==> src/rtl/alu_arbiter.sv <==
// Purpose : two-requester round-robin arbiter/sequencer for a shared combinational ALU.
// Latency : legal op -> response valid SETTLE clocks after accept; bad opcode -> valid right after accept.
// Backpressure: one op in flight; both request READYs held low until the response handshake completes.
//
// Ports:
//   clk, rst_n                      clock (rising edge), asynchronous active-low reset
//   reqN_valid/ready/data1/data2/select  request channel N (N=0,1), accept on valid&ready
//   rspN_valid/ready                response channel N, only the owner's channel is driven
//   rsp_result, rsp_err             shared response payload (err=1 -> unsupported select, result 0)
//   alu_data1/data2/select          registered operands/opcode to the ALU, held between ops
//   alu_result                      combinational ALU output, captured after SETTLE clocks
//   busy                            high whenever an operation is in flight
module alu_arbiter #(
   parameter int WIDTH  = 8,
   parameter int SEL_W  = 3,
   parameter int SETTLE = 2
) (
   input  logic             clk,
   input  logic             rst_n,
   input  logic             req0_valid,
   output logic             req0_ready,
   input  logic [WIDTH-1:0] req0_data1,
   input  logic [WIDTH-1:0] req0_data2,
   input  logic [SEL_W-1:0] req0_select,
   input  logic             req1_valid,
   output logic             req1_ready,
   input  logic [WIDTH-1:0] req1_data1,
   input  logic [WIDTH-1:0] req1_data2,
   input  logic [SEL_W-1:0] req1_select,
   output logic             rsp0_valid,
   input  logic             rsp0_ready,
   output logic             rsp1_valid,
   input  logic             rsp1_ready,
   output logic [WIDTH-1:0] rsp_result,
   output logic             rsp_err,
   output logic [WIDTH-1:0] alu_data1,
   output logic [WIDTH-1:0] alu_data2,
   output logic [SEL_W-1:0] alu_select,
   input  logic [WIDTH-1:0] alu_result,
   output logic             busy
);

   typedef enum logic [1:0] {ST_IDLE, ST_SETTLE, ST_RESP} state_t;

   // count runs SETTLE-1 down to 0; capture happens on the edge where it is 0
   localparam logic [3:0] CNT_INIT = 4'(SETTLE - 1);

   state_t           state;
   logic [3:0]       count;
   logic             owner;
   logic             last;

   logic             grant;
   logic             accept;
   logic             sel_ok;
   logic [WIDTH-1:0] acc_d1;
   logic [WIDTH-1:0] acc_d2;
   logic [SEL_W-1:0] acc_sel;
   logic             owner_rdy;

   // Round-robin: a lone requester wins; on contention the one not served last wins.
   always_comb begin
      grant = req1_valid;
      if (req0_valid && req1_valid) begin
         grant = ~last;
      end
   end

   // READY is gated by reset so every output reads 0 while rst_n is low.
   assign req0_ready = rst_n && (state == ST_IDLE) && !grant && req0_valid;
   assign req1_ready = rst_n && (state == ST_IDLE) &&  grant && req1_valid;
   assign accept     = req0_ready || req1_ready;

   assign acc_d1  = grant ? req1_data1  : req0_data1;
   assign acc_d2  = grant ? req1_data2  : req0_data2;
   assign acc_sel = grant ? req1_select : req0_select;

   // Opcodes 0..3 are the only ones the ALU implements.
   assign sel_ok = ((acc_sel >> 2) == '0);

   assign rsp0_valid = (state == ST_RESP) && !owner;
   assign rsp1_valid = (state == ST_RESP) &&  owner;
   assign owner_rdy  = owner ? rsp1_ready : rsp0_ready;
   assign busy       = (state != ST_IDLE);

   always_ff @(posedge clk or negedge rst_n) begin
      if (!rst_n) begin
         state      <= ST_IDLE;
         count      <= '0;
         owner      <= 1'b0;
         last       <= 1'b1;
         rsp_result <= '0;
         rsp_err    <= 1'b0;
         alu_data1  <= '0;
         alu_data2  <= '0;
         alu_select <= '0;
      end else begin
         case (state)
            ST_IDLE: begin
               if (accept) begin
                  owner <= grant;
                  last  <= grant;
                  if (sel_ok) begin
                     alu_data1  <= acc_d1;
                     alu_data2  <= acc_d2;
                     alu_select <= acc_sel;
                     count      <= CNT_INIT;
                     state      <= ST_SETTLE;
                  end else begin
                     // ALU operands deliberately left alone: no toggling for a rejected op
                     rsp_result <= '0;
                     rsp_err    <= 1'b1;
                     state      <= ST_RESP;
                  end
               end
            end
            ST_SETTLE: begin
               if (count != 4'd0) begin
                  count <= count - 4'd1;
               end else begin
                  rsp_result <= alu_result;
                  rsp_err    <= 1'b0;
                  state      <= ST_RESP;
               end
            end
            ST_RESP: begin
               if (owner_rdy) begin
                  state <= ST_IDLE;
               end
            end
            default: begin
               state <= ST_IDLE;
            end
         endcase
      end
   end

endmodule

==> config.mk <==
export PLATFORM = sky130hd
export DESIGN_NAME = alu_arbiter
export DESIGN_NICKNAME = d
export VERILOG_FILES = /design/src/rtl/alu_arbiter.sv
export SDC_FILE = /design/constraint.sdc
export NUM_CORES = 1
export LEC_CHECK = 0
export BUFFER_PORTS_ARGS = -buffer_cell sky130_fd_sc_hd__buf_4
export CAP_MARGIN = 20
export CORE_ASPECT_RATIO = 0.8
export CORE_MARGIN = 1
export CORE_UTILIZATION = 45
export CTS_CLUSTER_DIAMETER = 100
export DETAILED_ROUTE_END_ITERATION = 8
export PLACE_DENSITY_LB_ADDON = 0.2
export SYNTH_ARGS = -nofsm -noshare
export SYNTH_HDL_FRONTEND = slang
export SYNTH_SLANG_ARGS = --single-unit
==> constraint.sdc <==
create_clock -name clk -period 2 [get_ports clk]
set_input_delay 0.2 -clock clk [delete_from_list [all_inputs] [get_ports clk]]
set_output_delay 0.2 -clock clk [all_outputs]
set_load 0.01 [all_outputs]
==> summary.md <==
| Metric | Value |
|---|---|
| Avg Inst Size Synth | between 10 and 15 um2 |
| Power per standard cell area | approximately 1300 nW/um2 |
| First-pass GRT wire length | about 6500 um |
| CP Class | reg2out |
| Synth area leader | dfrtp_1 |
| Vias post-DR | about 1500 |
| CTS Sinks | 36 |
| Final Skew | 6.30 ps |
| Die outline area | around 4500 um2 |
| Non-Filler Instances | about 300 |
| DP HPWL | roughly 3100 um |
| Min Tclk post-route | 1740 ps |
| H-tree levels | 2 |
| Core Box Area | 3950 um2 |
| Routed WL per cell | 13.4 um |
| Slowest cell on the critical path | dfrtp_1 |
| Via density | between 4 and 5 |
| Met2 wire length | 1870 um |
| Post-CTS sizing | 0 |
| CP Data Required Time | between 1500 and 2000 ps |
| Cell Rows | 20 |
| Total wire length | 4040 um |
| Largest net degree at the start of global routing | 26 |
| Cells after Synth | between 150 and 200 |
| Max Freq | around 570 MHz |
| Clock network power share | between 10% and 20% |
| Max clock buf depth | 2 |
| Seq/Total Area, Yosys | a little under half |
| Routability congestion estimate | 0.864 |
| Final Power | around 3.6 mW |
| Synth Flop Type | dfrtp_1 |
| Cell Area, Synth | around 1900 um2 |
| Relative slew slack | approximately three quarters |
| Post-synth ARST share | 100% |
| Die X-Extent | between 70 and 80 um |
| DIE HEIGHT | roughly 60 um |
| Number of global-route vias before repair | ~1400 |
| Final setup fails | 0 |
| Fillers | between 300 and 400 |
| Startpoint types | flip-flop |
| Seq pwr share | approximately 36% |
| Setup TNS | 0 ps |
| Sw Pwr | around 1.2 mW |
| Clk Latency, worst-skew pair | 290 ps |
| CP Buf/Inv Count | 1 |
| Peak supply drop | around 0.00082 V |
| CP max FO | 7 |
| Worst slew pin tran | slightly below 400 ps |
| Run status | finished clean |
| YS warnings | 0 |
| GRT Util Overall | ~20% |
| CP arrival | 1540 ps |
| Hold Vio Cnt, Final | 0 |
| Area Overhead vs Synth | 43.3% |
| IO Pins | 85 |
| Register bit total from synthesis | 36 |
| Number of I/O port buffers | 84 |
| Critical path cell sequence | nor2_2, and2_2, nand2_1, nor2_1, buf_4 |
| RSZ-0062 raised after global routing | false |
| Top cell type's share of synthesized area | 45.5% |
| Routed length on met3 | between 200 and 300 um |
| Crit share post-route | between 80% and 90% |
| DRT Pass-1 Iters | 4 |
| Initial DRC Count | between 50 and 60 |
| Top Layer Used | met4 |
| Syn Nets | 207 |
| Initial antenna violation count | 0 |
| Largest delay share family, worst path | simple AND/OR/NAND/NOR gates |
| Layout cells sized above 1 | 58.1% |
| Nets | 299 |
| Max_cap viols | 0 |
| Worst-path clk slew | roughly 80 ps |
| Post-route ant nets | 0 |
| TritonCTS clock tree | yes |
| Met1 wire length | between 1500 and 2000 um |
| Number of synthesized flops with an enable pin | 0 |
| Num CTS Buffers | 5 |
| Top post-synthesis cells by area | dfrtp_1 (46%), mux2_2 (16%), mux2_4 (7.8%), mux2i_1 (5.2%), inv_1 (2.7%) |
| HP Class | in2reg |
| Cell variety after synth | 37 |
| Final Slew Violations | 0 |
| Antenna Cells | 0 |
| Pint | 2.37 mW |
| Clk root buf | clkbuf_8 |
| CP max stage delay | around 460 ps |
| Crit. End Element | output pin |
| Post-route DRC | 0 |
| Most common cell in the netlist | dfrtp_1 |
| Top cells by count, synth | dfrtp_1 (35), mux2_2 (28), inv_1 (14) |
| Placed insts | ~290 |
| Starting density of the core | 48.7% |
| Switch share | ~34% |
| Gate power share | 46.6% |
| LEAKAGE | around 1.4 nW |
| GR Overflow Total | 0 |
registers in the layout, indices dropped and copies added, names as in the netlist:
signal / count
alu_data1: 8
alu_data2: 8
rsp_result: 8
count: 4
alu_select: 3
state: 2
last: 1
owner: 1
rsp_err: 1
worst min-delay path: stages:
cell and delay [ps]:
buf_4 110, nand2_1 40, mux2i_1 50
power groups by stage:
stage / combinational [mW] / clock [mW] / sequential, mW
final: 1.67 / 0.634 / 1.27
after global routing: 1.82 / 0.681 / 1.32
after CTS: 1.69 / 0.647 / 1.28
after detailed placement: 1.68 / 0 / 1.29
after global placement: 1.66 / 0 / 1.28
after floorplan: 0.895 / 0 / 1.37
placed cells by master, fill, tap and decap left out, types with 2 or more instances in the layout:
master	n
nand2_1	10
mux2i_1	10
nor2b_1	2
a32o_1	2
mux2_2	28
inv_1	14
mux2_4	10
o221ai_1	2
dfrtp_1	35
o21ai_0	2
clkbuf_8	5
nor2_1	3
or3_1	2
ha_1	2
and3_1	2
a21oi_1	3
nand2b_1	3
buf_4	87
routing by layer:
layer	vias up	GRT usage (%)
met5	-	0
met4	0	5.66
met3	5	7.14
met2	49	31.8
met1	692	25.2
li1	723	-
cells by family after synthesis:
| kind of cell | synth area share, % |
|---|---|
| fa+ha+maj | 1.30 |
| mux | 29.4 |
| buf+inv | 4.10 |
| flops | 46.9 |
| simple gates | 8.78 |
| compound gates | 9.56 |
path summary, 6_finish.rpt:
path | start | to | slack, ps | cells after the start
setup / recovery | state[1] | req0_ready | 260 | 5
hold / removal | alu_result[3] | rsp_result[3] | 150 | 3
setup reg to reg | last | alu_data2[4] | 280 | 4
hold reg to reg | alu_select[2] | alu_select[2] | 500 | 1
max in group asynchronous | rst_n | last | 1110 | 3
min in group asynchronous | rst_n | count[3] | 290 | 2
area by class of cell:
cell class	count	area [um2]	share of cell area, %
clock buffers	6	72.6	2.63
clock inverters	2	35.0	1.27
inverters	14	52.6	1.91
multi-input cells	99	943	34.2
flip-flops and latches	36	902	32.7
well taps	55	68.8	2.50
repair buffers	89	683	24.8
per-stage QoR:
stage	hold slack [ps]	setup slack [ps]	cell area (um2)	util, %
finish	145	256	2760	69.7
global route	151	122	2760	69.7
CTS	142	261	2760	69.7
detailed placement	57.9	277	2640	66.8
global placement	56.5	326	2640	66.8
floorplan	-95.6	372	1920	-
repair_timing:
item	4_1_cts	5_1_grt
setup buffers	0	0
endpoints found under the hold margin	11	0
hold buffers	1	0
Note: power is estimated with default switching activity, not from simulation.
